### config.mk
export PLATFORM = sky130hd
export DESIGN_NAME = if_id_queue
export DESIGN_NICKNAME = d
export VERILOG_FILES = /design/src/rtl/if_id_queue_pkg.sv /design/src/rtl/if_id_ptr.sv /design/src/rtl/if_id_queue.sv
export SDC_FILE = /design/constraint.sdc
export NUM_CORES = 1
export LEC_CHECK = 0
export ABC_CLOCK_PERIOD_IN_PS = 4150
export CAP_MARGIN = 20
export CORE_MARGIN = 2
export CORE_UTILIZATION = 57
export CTS_BUF_LIST = sky130_fd_sc_hd__clkbuf_8
export CTS_CLUSTER_SIZE = 14
export DETAILED_ROUTE_END_ITERATION = 10
export PLACE_DENSITY = 0.82
export SLEW_MARGIN = 20
export SYNTH_ARGS = -nofsm -noshare
export SYNTH_HDL_FRONTEND = slang
export SYNTH_SLANG_ARGS = --single-unit
### constraint.sdc
create_clock -name i_clk -period 4.15 [get_ports i_clk]
set_input_delay 0.6225 -clock i_clk [delete_from_list [all_inputs] [get_ports i_clk]]
set_output_delay 0.6225 -clock i_clk [all_outputs]
set_load 0.05 [all_outputs]
### src/rtl/if_id_queue_pkg.sv
// Shared constants and pointer-wrap helper for the IF/ID instruction queue.
package if_id_queue_pkg;

   localparam int unsigned NB_BITS     = 32;
   localparam int unsigned IF_ID_DEPTH = 4;
   localparam logic [31:0] NOP_INSTR   = 32'h0000_0000;

   // Next pointer value with an explicit wrap, so DEPTH need not be a power of two.
   function automatic int unsigned ptr_next(input int unsigned ptr, input int unsigned depth);
      return (ptr == depth - 1) ? 0 : ptr + 1;
   endfunction

endpackage

### src/rtl/if_id_ptr.sv
// Queue pointer register: increment with wrap at DEPTH-1, or load an absolute value.
module if_id_ptr
   import if_id_queue_pkg::*;
#(
   parameter int unsigned DEPTH  = IF_ID_DEPTH,
   parameter int unsigned NB_PTR = $clog2(DEPTH)
) (
   input  logic              i_clk,
   input  logic              i_rst,
   input  logic              i_inc,
   input  logic              i_load,
   input  logic [NB_PTR-1:0] i_load_ptr,
   output logic [NB_PTR-1:0] o_ptr
);

   always_ff @(posedge i_clk) begin
      if (i_rst) begin
         o_ptr <= '0;
      end else if (i_load) begin
         o_ptr <= i_load_ptr;
      end else if (i_inc) begin
         o_ptr <= NB_PTR'(ptr_next(32'(o_ptr), DEPTH));
      end
   end

endmodule

### src/rtl/if_id_queue.sv
// DEPTH-entry IF/ID instruction queue with first-word fall-through and full flush.
// Optional IF_ID_QUEUE_PERF_EN adds saturating stall and flush counters.
module if_id_queue
   import if_id_queue_pkg::*;
#(
   parameter int unsigned          NB_BITS   = if_id_queue_pkg::NB_BITS,
   parameter int unsigned          DEPTH     = IF_ID_DEPTH,
   parameter logic [NB_BITS-1:0]   NOP_INSTR = NB_BITS'(if_id_queue_pkg::NOP_INSTR),
   parameter int unsigned          NB_CNT    = $clog2(DEPTH + 1)
) (
   input  logic               i_clk,
   input  logic               i_rst,
   input  logic [NB_BITS-1:0] i_pc,
   input  logic [NB_BITS-1:0] i_instr,
   input  logic               i_push,
   output logic               o_ready,
   output logic [NB_BITS-1:0] o_if_id_pc,
   output logic [NB_BITS-1:0] o_if_id_instr,
   output logic               o_valid,
   input  logic               i_pop,
   input  logic               i_ctr_flush,
   output logic [NB_CNT-1:0]  o_count
`ifdef IF_ID_QUEUE_PERF_EN
   ,
   output logic [NB_BITS-1:0] o_stall_cnt,
   output logic [NB_BITS-1:0] o_flush_cnt
`endif
);

   localparam int unsigned NB_PTR = $clog2(DEPTH);

   logic [NB_BITS-1:0] mem_pc    [DEPTH];
   logic [NB_BITS-1:0] mem_instr [DEPTH];
   logic [NB_CNT-1:0]  count;
   logic [NB_PTR-1:0]  wr_ptr;
   logic [NB_PTR-1:0]  rd_ptr;
   logic               push_acc;
   logic               pop_acc;

   assign o_ready  = (count != NB_CNT'(DEPTH));
   assign o_valid  = (count != '0);
   assign push_acc = i_push && o_ready && !i_ctr_flush;
   assign pop_acc  = i_pop && o_valid && !i_ctr_flush;
   assign o_count  = count;

   // Head entry falls through; an empty queue presents a NOP at pc 0.
   assign o_if_id_pc    = o_valid ? mem_pc[rd_ptr]    : '0;
   assign o_if_id_instr = o_valid ? mem_instr[rd_ptr] : NOP_INSTR;

   if_id_ptr #(.DEPTH(DEPTH), .NB_PTR(NB_PTR)) u_wr_ptr (
      .i_clk      (i_clk),
      .i_rst      (i_rst),
      .i_inc      (push_acc),
      .i_load     (1'b0),
      .i_load_ptr ('0),
      .o_ptr      (wr_ptr)
   );

   // Flush empties the queue by snapping the read pointer onto the write pointer.
   if_id_ptr #(.DEPTH(DEPTH), .NB_PTR(NB_PTR)) u_rd_ptr (
      .i_clk      (i_clk),
      .i_rst      (i_rst),
      .i_inc      (pop_acc),
      .i_load     (i_ctr_flush),
      .i_load_ptr (wr_ptr),
      .o_ptr      (rd_ptr)
   );

   always_ff @(posedge i_clk) begin
      if (i_rst || i_ctr_flush) begin
         count <= '0;
      end else if (push_acc && !pop_acc) begin
         count <= count + NB_CNT'(1);
      end else if (pop_acc && !push_acc) begin
         count <= count - NB_CNT'(1);
      end
   end

   always_ff @(posedge i_clk) begin
      if (!i_rst && push_acc) begin
         mem_pc[wr_ptr]    <= i_pc;
         mem_instr[wr_ptr] <= i_instr;
      end
   end

`ifdef IF_ID_QUEUE_PERF_EN
   always_ff @(posedge i_clk) begin
      if (i_rst) begin
         o_stall_cnt <= '0;
         o_flush_cnt <= '0;
      end else begin
         if (i_push && !o_ready && (o_stall_cnt != '1)) begin
            o_stall_cnt <= o_stall_cnt + NB_BITS'(1);
         end
         if (i_ctr_flush && (o_flush_cnt != '1)) begin
            o_flush_cnt <= o_flush_cnt + NB_BITS'(1);
         end
      end
   end
`endif

endmodule

== Word-level counts from Yosys, hierarchy flattened ==
Memories as Yosys holds them, arrays and structs flattened. A register that Yosys moved wholly into a read port is not among the register bits.
Cells that the tools add are included.

* Word-level logic and storage cells: 41
* Memory bits (writable): 256
* Input bits: 69
* Memories kept: 2
* Register bits: 7
* Output and inout bits: 69

{| class="wikitable"
|+ Memories
! name !! words !! bits a word !! read ports !! clocked after memory_dff !! write ports !! line !! RTL
|-
| mem_instr || 4 || 32 || 1 || 1 || 1 || if_id_queue.sv:33 || <nowiki>logic [NB_BITS-1:0] mem_instr [DEPTH];</nowiki>
|-
| mem_pc || 4 || 32 || 1 || 1 || 1 || if_id_queue.sv:32 || <nowiki>logic [NB_BITS-1:0] mem_pc [DEPTH];</nowiki>
|}

* Reduce and logical (&&, ||, !) cells: 15
* Equality and inequality tests: 3
* Add/sub/neg operators: 4
* Muxes and demuxes: 14

{| class="wikitable"
|+ Operators by type and width
! operator !! number
|-
| 2-to-1 mux 32 bit || 2
|-
| 2-to-1 mux 2 bit || 8
|-
| logical AND 1 bit || 7
|-
| 2-to-1 mux 3 bit || 2
|-
| adder 2 x 1 -> 2 bit, second input constant || 2
|-
| == test 2 bit, second input constant || 2
|-
| logical NOT 1 bit || 4
|-
| nonzero test 2 bit || 2
|-
| adder 3 x 1 -> 3 bit, second input constant || 1
|-
| != test 3 bit, second input constant || 1
|-
| nonzero test 3 bit || 1
|-
| subtractor 3 x 1 -> 3 bit, second input constant || 1
|-
| 2-to-1 mux 1 bit || 2
|-
| logical OR 1 bit || 1
|}

== Longest topological paths before layout ==
Gate-level depths: netlist of run 1.

* Depth after elaboration: 7
* Depth in mapped cells: 9
* Mapped depth without buffers: 8

== Hierarchy ==
A second synthesis of run 1 with hierarchy kept.

* Cells, all modules: 454
* Area, all modules: 10213.5 um2

{| class="wikitable"
|+ Modules (own cells, without submodules)
! module !! times used !! area each (um2) !! cells an instance
|-
| if_id_queue || 1 || 9980.8 || 432
|-
| if_id_ptr || 2 || 116.4 || 11
|}

== Worst setup path before layout of run 1 ==
OpenSTA, ideal clock, no wires.

* Path type: reg-to-reg
* From: register count[0] (netlist: o_count[0])
* To: memory mem_instr[3][0], enable pin
* Buffers on the path: 0
* Path slack: 994 ps
* Arrival time: 2727 ps
* Stages on the path, launching flop included: 4
* Setup time: 429 ps
* Path through: dfxtp_1 nor3b_2 nor3_1 and2_1

* Longest elaborated chain between the ends: 6

{| class="wikitable"
|+ Ends and longest elaborated chain
! element !! line !! RTL
|-
| from (decl) || if_id_queue.sv:34 || <nowiki>logic [NB_CNT-1:0] count;</nowiki>
|-
| from (signal assigned) || if_id_queue.sv:73 || <nowiki>count <= count + NB_CNT'(1);</nowiki>
|-
| from (signal assigned) || if_id_queue.sv:75 || <nowiki>count <= count - NB_CNT'(1);</nowiki>
|-
| != test 3 bit || if_id_queue.sv:40 || <nowiki>assign o_ready = (count != NB_CNT'(DEPTH));</nowiki>
|-
| logical AND 1 bit (2 in series) || if_id_queue.sv:42 || <nowiki>assign push_acc = i_push && o_ready && !i_ctr_flush;</nowiki>
|-
| logical AND 1 bit || if_id_queue.sv:80 || <nowiki>if (!i_rst && push_acc) begin</nowiki>
|-
| 2-to-1 mux 1 bit || if_id_queue.sv:80 ||
|-
| 2-to-1 mux 1 bit (implied by the code) || if_id_queue.sv:82 || <nowiki>mem_instr[wr_ptr] <= i_instr;</nowiki>
|-
| to (decl) || if_id_queue.sv:33 ||
|}

No other way between the ends.

==> metrics.md, run 1 <==
| Metric | Value |
|---|---|
| Vias in the first global route | 5,520 |
| Worst vdd ir | 0.292 mV |
| Crit. End Element | output pin |
| Status | completed |
| Sequential area share after synthesis | 76.7% |
| Ys async rst share | 0% |
| GPL Wtd Cong | 0.698 |
| Final worst path period need | 3600 ps |
| Placed cell area | 0.0119 sq mm |
| Total power | 5530 uW |
| Synth Net Count | 534 |
| Final Cell Area | 0.0126 sq mm |
| Reg clk slew, reported paths | 60 ps |
| Distinct cell type count after synthesis | 32 |
| Largest delay share family, worst path | buffers and inverters |
| H-tree levels | 2 |
| Hold Crit Class | register to register |
| RSZ-0062 raised after global routing | false |
| EDFF count, synth | 256 |
| Antenna Nets Post-Route | 0 |
| Full die area | 0.0191 sq mm |
| Drt wl/cell | 21.1 um |
| Via Count | 5,010 |
| R2r setup slk | 1560 ps |
| Starting Density | 57.7% |
| Core Area | 0.0178 sq mm |
| Diodes inserted | 0 |
| Max FO, Critical Path | 29 |
| P per Cell Area | 439 mW/mm^2 |
| Final Skew | 19.4 ps |
| CTS Buffer Depth | 3 |
| Sum of buffers and inverters on the critical path | 2 |
| DRC errors left | 0 |
| Share of cells above drive strength 1 | 20.3% |
| CP arrival | 2980 ps |
| Rows | 49 |
| Yosys warning total | 0 |
| WP data required | 3530 ps |
| Core Util, Final | 70.9% |
| Mapped Cells | 458 |
| Synth area leaders | edfxtp_1, mux4_2, and2_1 |
| Post CTS Setup Buffer Count | 0 |
| Hold Fails Final Rpt | 0 |
| Final Setup Violations | 0 |
| Clock sink total | 265 |
| Worst Tran Pin Value | 704 ps |
| Die W | 138 um |
| Global-route wire length before repair | 29,500 um |
| Initial DRC count | 310 |
| Initial antenna violation count | 1 |
| Area leader, netlist | edfxtp_1 |
| GRT Util Overall | 20.1% |
| Syn Area/Cell | 22.4 sq um |
| Synth cell count leaders | edfxtp_1, and2_1, mux4_2 |
| CTS tree | done |
| Count leader, synth | edfxtp_1 |
| Crit path kind | register to output pin |
| Clk Latency, worst-skew pair | 520 ps |
| Final setup TNS | 0 ps |
| DP Wirelength | 11,100 um |
| Vias/cell | 5.66 |
| Critical-path cell list | buf_12 > mux4_2 > and2_1 > clkdlybuf4s50_1 |
| Routed WL | 18,700 um |
| Largest net degree at the start of global routing | 68 |
| Synthesis-stage register bit count | 265 |
| GRT overflow | 0 |
| Pleak | 0.00408 uW |
| Max-cap violations | 0 |
| Slew margin rel. | 53.1% |
| Max incr delay on CP | 740 ps |
| Yosys top cell area share | 74.9% |
| Clk root buf | clkbuf_8 |
| # fillers | 1,075 |
| Die extent in y | 138 um |
| Area delta synth->final | 22.9% |
| Peak Freq | 278 MHz |
| Post-cts sizing count | 0 |
| Main synth FF type | edfxtp_1 |
| CTS Hold Bufs | 0 |
| Initial DRT Pass Iterations | 6 |
| Final worst-path cycle share | 86.7% |
| Total CTS buffers | 42 |
| Pins over their slew limit | 0 |
| Netlist Area Pre-Place | 0.0103 sq mm |
| Crit start category | register |
| Layout Nets | 703 |
| IO Port Bufs | 137 |
| Ports | 138 |
| Slowest CP cell | dfxtp_4 |
==> through the flow <==
step / hold slack (ps) / setup slack [ps] / std cells
2_1_floorplan: 466 / 994 / 458
3_3_place_gp: 472 / 986 / 812
3_5_place_dp: 522 / 986 / 812
4_1_cts: 536 / 459 / 885
5_1_grt: 561 / 370 / 885
6_report: 529 / 550 / 885
==> state kept, by name, indices dropped and copies added, names as in the netlist, named ones only <==
name / cells
mem_pc: 128
u_rd_ptr.o_ptr: 2
mem_instr: 128
u_wr_ptr.o_ptr: 2
o_count: 3
==> power breakdown <==
group | total (uW) | internal [uW] | switching, uW
Sequential | 3010 | 2970 | 34.0
Clock | 1890 | 965 | 929
Combinational | 631 | 272 | 359
==> layer usage <==
| metal | share of wire [%] | routed length [um] | track usage, % |
|---|---|---|---|
| met3 | 6.3 | 1190 | 3.98 |
| met4 | 2.3 | 430 | 7.73 |
| met5 | 0.086 | 16 | 0 |
| met1 | 39 | 7300 | 25.4 |
| met2 | 52 | 9770 | 34.8 |
==> cell families (layout without fill, tap and decap cells) <==
family	count (synthesis)	after routing	share of synthesized area, %
AO/OA/AOI/OAI	11	11	0.756
XOR/XNOR	2	2	0.171
adder cells (fa/ha/maj)	7	7	0.927
buffers and inverters	27	225	2.12
flip-flops	265	265	76.7
multiplexers	65	65	14.3
AND/OR/NAND/NOR	81	81	5.04
==> tightest hold or removal path: stages (launching register included) <==
cell	delay, ps
dfxtp_1	320
nand2_1	70
a221oi_1	80
==> final cells by class <==
| class | instances | area, sq um | share of cell area (%) |
|---|---|---|---|
| inverters | 4 | 15.0 | 0.119 |
| well taps | 229 | 287 | 2.27 |
| multi-input cells | 166 | 2190 | 17.4 |
| repair buffers | 148 | 1520 | 12.0 |
| clock inverters | 30 | 134 | 1.06 |
| flip-flops and latches | 265 | 7880 | 62.5 |
| clock buffers | 43 | 592 | 4.69 |
==> layout by cell type, fill, tap and decap left out, types with 5 or more instances in the layout <==
cell type        netlist  final
and2_1                68     64
buf_12                 6      5
buf_4                  0      6
clkbuf_8               0     43
clkdlybuf4s50_1        0    137
clkinv_1               0     10
dfxtp_1                9      7
edfxtp_1             256    256
ha_1                   6      6
inv_1                  4     17
mux4_2                60     60
==> worst paths after layout <==
check,to,cells past startpoint,from
min reg2reg,register,2,u_rd_ptr.o_ptr[1]
min,register,2,u_rd_ptr.o_ptr[1]
max reg2reg,o_count[2],8,o_count[0]
max,o_if_id_instr[26],4,register
Power figures use the tool's default switching activity.
==> inputs of run 2 (changes only) <==
- ABC_CLOCK_PERIOD_IN_PS: 4150 -> 3950
- CORE_MARGIN: 2 -> 10
- clock period: 4.15 -> 3.95 ns (I/O delays scaled with it)
==> metrics.md, run 2 (synthesis results as in run 1) <==
| Metric | Value |
|---|---|
| # fillers | 1,011 |
| GRT Util Overall | 16.5% |
| Full die area | 0.0238 sq mm |
| Net switching power | 1370 uW |
| Total power | 5870 uW |
| GRT overflow | 0 |
| Final worst path period need | 3570 ps |
| Most frequent cells in the layout | edfxtp_1, clkdlybuf4s50_1, and2_1 |
| Core Area | 0.0175 sq mm |
| CTS tree | done |
| Post-cts sizing count | 0 |
| Clk Latency, worst-skew pair | 520 ps |
| Worst vdd ir | 0.356 mV |
| RSZ-0062 raised after global routing | false |
| Die W | 154 um |
| Crit. End Element | output pin |
| Area delta synth->final | 23.0% |
| Global-route wire length before repair | 30,800 um |
| Crit start category | register |
| Core Util, Final | 72.2% |
| CTS Buffer Depth | 3 |
| Commonest non-fill, non-tap cell in the layout | edfxtp_1 |
| Vias in the first global route | 5,460 |
| R2r setup slk | 1520 ps |
| Final setup TNS | 0 ps |
| Final worst-path cycle share | 90.3% |
| Crit path kind | register to output pin |
| Starting Density | 58.7% |
| RR Endpoint | o_count[2] |
| Ports | 138 |
| Slowest CP cell | clkdlybuf4s50_1 |
| Final Setup Violations | 0 |
| CTS Hold Bufs | 0 |
| Antenna Nets Post-Route | 0 |
| Hold Fails Final Rpt | 0 |
| P_int | 4500 uW |
| Clk root buf | clkbuf_8 |
| Max-cap violations | 0 |
| Sum of buffers and inverters on the critical path | 2 |
| Max incr delay on CP | 720 ps |
| Routed WL | 19,600 um |
| Pleak | 0.00407 uW |
| Max FO, Critical Path | 27 |
| Largest delay share family, worst path | buffers and inverters |
| Worst Tran Pin Value | 645 ps |
| IO Port Bufs | 137 |
| Post CTS Setup Buffer Count | 0 |
| P per Cell Area | 465 mW/mm^2 |
| Peak Freq | 280 MHz |
| Via Count | 4,911 |
| DP Wirelength | 12,300 um |
| Layout Nets | 701 |
| Die extent in y | 154 um |
| Initial DRT Pass Iterations | 4 |
| H-tree levels | 2 |
| Reg-to-reg critical path startpoint | o_count[0] |
| Hold Crit Class | register to register |
| Total CTS buffers | 41 |
| Final Skew | 15.4 ps |
| Share of cells above drive strength 1 | 19.7% |
| Clock sink total | 265 |
| Status | completed |
| Reg power frac | 53.8% |
| Reg clk slew, reported paths | 60 ps |
| Clk network pwr share | 34.7% |
| WP data required | 3360 ps |
| Comb pwr share | 11.5% |
| Levels on crit path | 4 |
| Rows | 48 |
| Vias/cell | 5.60 |
| Switching share of power | 23.3% |
| Pins over their slew limit | 0 |
| Slew margin rel. | 57.0% |
| CP arrival | 2970 ps |
| Drt wl/cell | 22.4 um |
| GPL Wtd Cong | 0.770 |
| DRC errors left | 0 |
| Cell depth of the worst flop-to-flop path | 8 |
| Largest net degree at the start of global routing | 47 |
| Initial DRC count | 239 |
| Crit path to | o_if_id_instr[3] |
| Critical-path cell list | buf_4 > mux4_2 > and2_1 > clkdlybuf4s50_1 |
| Initial antenna violation count | 3 |
-- run 2: cell types whose count changed in the layout (fill, tap and decap cells not counted), sizes merged, moves of 2 or more --
cell,change
bufinv,+2
clkbuf,-2
diode,+2
inv,-3
-- run 2: power groups by stage --
stage / Combinational, uW / Clock (uW) / Sequential (uW)
final: 676 / 2040 / 3160
after global routing: 715 / 2220 / 3160
after CTS: 686 / 2090 / 3160
after detailed placement: 684 / 0 / 3220
after global placement: 670 / 0 / 3210
after floorplan: 436 / 0 / 3200
-- run 2: worst min-delay path by stage --
stage	cells past startpoint	endpoint	from
2_1_floorplan	2	register	u_rd_ptr.o_ptr[1]
3_3_place_gp	2	register	u_rd_ptr.o_ptr[1]
3_5_place_dp	2	register	u_rd_ptr.o_ptr[1]
4_1_cts	2	register	u_rd_ptr.o_ptr[1]
5_1_grt	2	register	u_rd_ptr.o_ptr[1]
6_report	2	register	u_rd_ptr.o_ptr[1]
-- run 2: worst min-delay path, delay by kind of cell, from the launching register on --
family             cells  cell delay [ps]
DFF                    1              310
AOI/OAI and AO/OA      1               80
and+or+nand+nor        1               50
-- run 2: layout make-up --
cell class	count	area, sq um	area share [%]
tap	225	282	2.23
timing repair buffer	147	1530	12.2
sequential	265	7880	62.4
antenna	2	5.00	0.0397
inverter	4	15.0	0.119
clock buffer	41	564	4.47
multi-input combinational	166	2180	17.3
clock inverter	27	158	1.25
-- run 2: routing by layer --
metal / global-route usage (%) / wire (um) / up-vias
li1: - / - / 2205
met1: 20.6 / 8010 / 2510
met2: 27.2 / 9950 / 172
met3: 5.24 / 1430 / 22
met4: 4.68 / 253 / 2
met5: 0 / 12 / -
-- run 2: through the flow --
stage | area [sq um] | worst slack [ps] | std cells | hold WS (ps)
after floorplan | 10300 | 794 | 458 | 466
after global placement | 11900 | 893 | 807 | 469
after detailed placement | 11900 | 844 | 807 | 503
after CTS | 12600 | 280 | 875 | 503
after global routing | 12600 | 204 | 876 | 534
final | 12600 | 383 | 877 | 503
